$ cat config.mk
export PLATFORM = sky130hd
export DESIGN_NAME = pcpi_sched
export DESIGN_NICKNAME = d
export VERILOG_FILES = /design/src/rtl/pcpi_pkg.sv /design/src/rtl/pcpi_insn_decode.sv /design/src/rtl/pcpi_sched.sv
export SDC_FILE = /design/constraint.sdc
export NUM_CORES = 1
export LEC_CHECK = 0
export ABC_AREA = 1
export CAP_MARGIN = 20
export CORE_ASPECT_RATIO = 2
export CORE_MARGIN = 4
export CORE_UTILIZATION = 33
export DETAILED_ROUTE_END_ITERATION = 8
export PLACE_DENSITY = 0.8
export REMOVE_ABC_BUFFERS = 1
export SKIP_CTS_REPAIR_TIMING = 1
export SLEW_MARGIN = 20
export SYNTH_ARGS = -nofsm -noshare
export SYNTH_HDL_FRONTEND = slang
export SYNTH_HIERARCHICAL = 1
export SYNTH_SLANG_ARGS = --single-unit
$ cat constraint.sdc
create_clock -name clk -period 1.3 [get_ports clk]
set_input_delay 0.195 -clock clk [delete_from_list [all_inputs] [get_ports clk]]
set_output_delay 0.195 -clock clk [all_outputs]
set_load 0.005 [all_outputs]
$ cat src/rtl/pcpi_pkg.sv
// pcpi_pkg: shared decode constants, unit indices and scheduler state encoding
package pcpi_pkg;
  localparam logic [6:0] OPC_OP = 7'b0110011;
  localparam logic [6:0] OPC_CUSTOM0 = 7'b0001011;
  localparam logic [6:0] F7_MULDIV = 7'b0000001;
  localparam logic [6:0] F7_EXACT = 7'b0000000;
  localparam logic [6:0] F7_APPROX = 7'b0000001;
  localparam logic [1:0] U_MUL = 2'd0;
  localparam logic [1:0] U_DIV = 2'd1;
  localparam logic [1:0] U_EXACT = 2'd2;
  localparam logic [1:0] U_APPROX = 2'd3;
  typedef enum logic [1:0] {
    S_IDLE = 2'd0,
    S_ISSUE = 2'd1,
    S_RESP = 2'd2,
    S_DRAIN = 2'd3
  } state_t;
endpackage

$ cat src/rtl/pcpi_insn_decode.sv
// pcpi_insn_decode: maps a PCPI instruction word to {match, coprocessor index}
module pcpi_insn_decode
  import pcpi_pkg::*;
(
  input  logic [31:0] i_insn,
  output logic        o_match,
  output logic [1:0]  o_sel
);
  logic [6:0] w_opc;
  logic [6:0] w_f7;
  logic w_muldiv;
  logic w_exact;
  logic w_approx;
  logic w_unused;
  assign w_opc = i_insn[6:0];
  assign w_f7 = i_insn[31:25];
  assign w_muldiv = w_opc == OPC_OP && w_f7 == F7_MULDIV;
  assign w_exact = w_opc == OPC_CUSTOM0 && w_f7 == F7_EXACT;
  assign w_approx = w_opc == OPC_CUSTOM0 && w_f7 == F7_APPROX;
  assign o_match = w_muldiv | w_exact | w_approx;
  assign o_sel = w_exact ? U_EXACT : w_approx ? U_APPROX : i_insn[14] ? U_DIV : U_MUL;
  assign w_unused = &{1'b0, i_insn[24:15], i_insn[13:7]};
endmodule

$ cat src/rtl/pcpi_sched.sv
// pcpi_sched: dispatches PCPI requests to one of four coprocessors with watchdog and sticky timeout flag
module pcpi_sched
  import pcpi_pkg::*;
#(
  parameter int N_UNITS = 4,
  parameter int TIMEOUT = 64,
  parameter int CNT_W = 7
) (
  input  logic                  clk,
  input  logic                  resetn,
  input  logic                  pcpi_valid,
  input  logic [31:0]           pcpi_insn,
  output logic                  pcpi_wr,
  output logic [31:0]           pcpi_rd,
  output logic                  pcpi_wait,
  output logic                  pcpi_ready,
  output logic [N_UNITS-1:0]    unit_valid,
  input  logic [N_UNITS-1:0]    unit_wr,
  input  logic [32*N_UNITS-1:0] unit_rd,
  input  logic [N_UNITS-1:0]    unit_wait,
  input  logic [N_UNITS-1:0]    unit_ready,
  output logic                  busy,
  output logic                  err_timeout,
  input  logic                  err_clr
);
  state_t r_state;
  state_t w_state_nxt;
  logic [1:0] r_sel;
  logic [CNT_W-1:0] r_cnt;
  logic [31:0] r_rd;
  logic r_wr;
  logic r_err;
  logic w_match;
  logic [1:0] w_sel;
  logic w_hit;
  logic w_to;
  logic w_accept;
  logic w_cap;
  logic w_abort_to;
  logic w_unused;
  pcpi_insn_decode u_dec (
    .i_insn (pcpi_insn),
    .o_match(w_match),
    .o_sel  (w_sel)
  );
  assign w_hit = unit_ready[r_sel];
  assign w_to = r_cnt == CNT_W'(TIMEOUT - 1);
  assign w_unused = &{1'b0, unit_wait};
  always_comb begin
    w_state_nxt = r_state;
    case (r_state)
      S_IDLE:  w_state_nxt = pcpi_valid && w_match ? S_ISSUE : S_IDLE;
      S_ISSUE: w_state_nxt = !pcpi_valid ? S_IDLE : w_hit ? S_RESP : w_to ? S_DRAIN : S_ISSUE;
      S_RESP:  w_state_nxt = S_DRAIN;
      default: w_state_nxt = pcpi_valid ? S_DRAIN : S_IDLE;
    endcase
  end
  assign w_accept = r_state == S_IDLE && w_state_nxt == S_ISSUE;
  assign w_cap = r_state == S_ISSUE && w_state_nxt == S_RESP;
  assign w_abort_to = r_state == S_ISSUE && w_state_nxt == S_DRAIN;
  always_ff @(posedge clk or negedge resetn) begin
    if (!resetn) r_state <= S_IDLE;
    else r_state <= w_state_nxt;
  end
  always_ff @(posedge clk or negedge resetn) begin
    if (!resetn) begin
      r_sel <= '0;
      r_cnt <= '0;
      r_rd <= '0;
      r_wr <= 1'b0;
      r_err <= 1'b0;
    end else begin
      r_sel <= w_accept ? w_sel : r_sel;
      r_cnt <= w_accept ? '0 : r_state == S_ISSUE ? r_cnt + 1'b1 : r_cnt;
      r_rd <= w_cap ? unit_rd[{r_sel, 5'd0} +: 32] : r_rd;
      r_wr <= w_cap ? unit_wr[r_sel] : r_wr;
      r_err <= w_abort_to ? 1'b1 : err_clr ? 1'b0 : r_err;
    end
  end
  assign unit_valid = r_state == S_ISSUE ? N_UNITS'(1) << r_sel : '0;
  assign pcpi_wait = r_state == S_ISSUE;
  assign pcpi_ready = r_state == S_RESP;
  assign pcpi_rd = pcpi_ready ? r_rd : '0;
  assign pcpi_wr = pcpi_ready & r_wr;
  assign busy = r_state != S_IDLE;
  assign err_timeout = r_err;
endmodule

==> impl_metrics.json <==
{
  "outcome": "finished with violations",
  "violations": "setup timing",
  "groute.layer.met3.usage": 0.0327,
  "yosysMostFrequentCell": "nand2_1",
  "path_clk_slew_ps": 60,
  "ys_types": 28,
  "core-area_sq_mm": 0.00970,
  "p_per_area_mw_per_mm2": 1370,
  "cts_sinks": 45,
  "antenna_found_initial": 0,
  "worstSetupStartpoint": "r_state[1]",
  "worst_pin_slew_ps": 282,
  "r2r-end": "r_rd[0]",
  "num-fill-cells": 788,
  "critPathCaptureType": "output port",
  "hold_class": "input port to async pin",
  "synth_seq_cells": 45,
  "initial_core_util": 0.336,
  "finClkSkew_ps": 6.07,
  "slew_headroom": 0.812,
  "dp_cells": 864,
  "clock.fmax_mhz": 625,
  "grt_pass1_vias": 4301,
  "grt_use_met2": 0.398,
  "cts_tree": "yes",
  "synth.top_cell.area_share": 0.346,
  "grt_max_degree": 46,
  "peakVddDrop_mv": 0.844,
  "grt_pass1_wl_um": 19400,
  "yosysWarnings": 6,
  "synth.largest_area_cell": "dfrtp_1",
  "p_leak_nw": 3.16,
  "use_met1": 0.214,
  "synth_commonest_cells": "nand2_1, nand3_1, inv_1, nor2_1, dfrtp_1",
  "die_x_um": 78.2,
  "port_buffers": 195,
  "maxCapViolCount": 0,
  "wl_um": 14600,
  "row_count": 51,
  "die_area_sq_mm": 0.0116,
  "ys_async_sr_fraction": 1.00,
  "final-hold-violation-count": 0,
  "fin_crit_ps": 1600,
  "holdWs_ps": 436,
  "layout-drive-gt1-share": 0.341,
  "crit_arrival_ps": 1410,
  "clock_latency_ps": 280,
  "period_share": 1.23,
  "crit_fanout": 8,
  "netlist_area_sq_mm": 0.00326,
  "required_ps": 1110,
  "synthTopCellsByArea": "dfrtp_1, nand2_1, nand3_1, nand4_1, inv_1",
  "dr_total_vias": 4525,
  "io_pins": 217,
  "drt_iter0_markers": 255,
  "fin_setup_tns_ps": -16430,
  "instances_no_fill": 897,
  "antenna_left": 0,
  "finalNetCount": 943,
  "maxSlewViolCount": 0,
  "top_usage_layer": "met2",
  "ys_seq_area_frac": 0.346,
  "avgSynthCellArea_sq_um": 6.25,
  "cts-root-buf": "clkbuf_16",
  "path_class": "register to output port",
  "place_area_sq_mm": 0.00561,
  "synth_cells": 521,
  "route.detailed.vias_per_inst": 5.04,
  "reg2reg_depth": 8,
  "wl_per_cell_um": 16.2,
  "regArea_sq_mm": 0.00113,
  "startpoint_type": "register",
  "synth-edff-count": 0,
  "gp_congestion": 0.813,
  "insertedDiodeCount": 0,
  "reg2reg_slack_ps": -260,
  "synth_ff_type": "dfrtp_1",
  "rr_startpoint": "r_sel[0]",
  "fin_ws_ps": -300,
  "drc": 0,
  "track_usage": 0.207,
  "die_y_um": 148,
  "cts_buffers": 5,
  "postLayoutCellArea_sq_mm": 0.00656,
  "multi_input_area_sq_mm": 0.00227,
  "area_growth_pct": 101,
  "drt-pass1-iter-count": 4,
  "cts_buffer_depth": 2,
  "setup_violations": 78,
  "htreeDepth": 2,
  "utilization": 0.676,
  "grt-ovfl-total": 0,
  "rsz0062_at_grt": "yes",
  "dp_hpwl_um": 10000
}
worst max-delay path by stage:
stage	cells after the start	to	slack (ps)
floorplan	5	r_rd[10]	-1010
global placement	13	r_rd[9]	-650
detailed placement	13	r_rd[13]	-780
CTS	6	pcpi_wr	-720
global route	7	pcpi_rd[0]	-370
finish	7	pcpi_rd[0]	-300
logic make-up (layout without fill, tap and decap cells):
| family | Yosys count | in the layout | share of synthesized area |
|---|---|---|---|
| xor+xnor | 2 | 2 | 0.00538 |
| simple gates | 373 | 373 | 0.502 |
| buf+inv | 87 | 331 | 0.119 |
| fa+ha+maj | 1 | 1 | 0.00384 |
| compound gates | 13 | 13 | 0.0238 |
| flops | 45 | 45 | 0.346 |
metal layers:
layer	up-vias	wire [um]
li1	2146	-
met5	-	0
met4	0	604
met3	48	717
met2	191	8140
met1	2140	5090
report_power, final:
| part | switching, W | internal (W) |
|---|---|---|
| combinational | 0.00255 | 0.00274 |
| sequential | 0.000505 | 0.00199 |
| clock | 0.000493 | 0.000687 |
| total | 0.00355 | 0.00542 |
placed cells by master, fill, tap and decap left out, types with 2 or more instances in the layout:
master             n
nand2_2           48
nand2_8            3
dfrtp_1           43
o21ai_0            4
dlymetal6s2s_1    15
buf_2             33
buf_12             9
a21oi_2            2
dfrtp_2            2
buf_4             38
inv_4              2
nand4_1           34
nor2_2            25
clkbuf_16         12
nor2_4            16
a21oi_1            2
clkbuf_2           6
nand3_2            6
buf_6             18
nand3_1           69
nor2_1            15
nor3_2             3
nand2_1          134
inv_2             11
xor2_1             2
nand2_4           19
inv_1             44
clkdlybuf4s50_1  139
area by class of cell:
class                      count  share of cell area
sequential                    45               0.172
clock inverter                 1            0.000763
timing repair buffer         266               0.401
tap                          132              0.0252
multi-input combinational    389               0.346
clock buffer                   5              0.0191
inverter                      59              0.0364
sequential cells by signal, indices dropped and copies added (netlist names):
register / cells
err_timeout: 1
r_cnt: 7
r_rd: 32
r_sel: 2
r_state: 2
r_wr: 1
worst max-delay path, stage by stage, from the launching register on:
cell       delay [ps]
dfrtp_1           360
inv_2              70
nor2_4            120
buf_6             120
inv_8              50
clkbuf_16         160
nor2_1            100
buf_2             130
through the flow:
step | setup WS [ps] | total power (W)
after global routing | -371 | 0.00949
after detailed placement | -783 | 0.00574
after global placement | -653 | 0.00561
after floorplan | -1010 | 0.00372
after CTS | -715 | 0.00693
final | -300 | 0.00896
(Power assumes the default switching activity.)
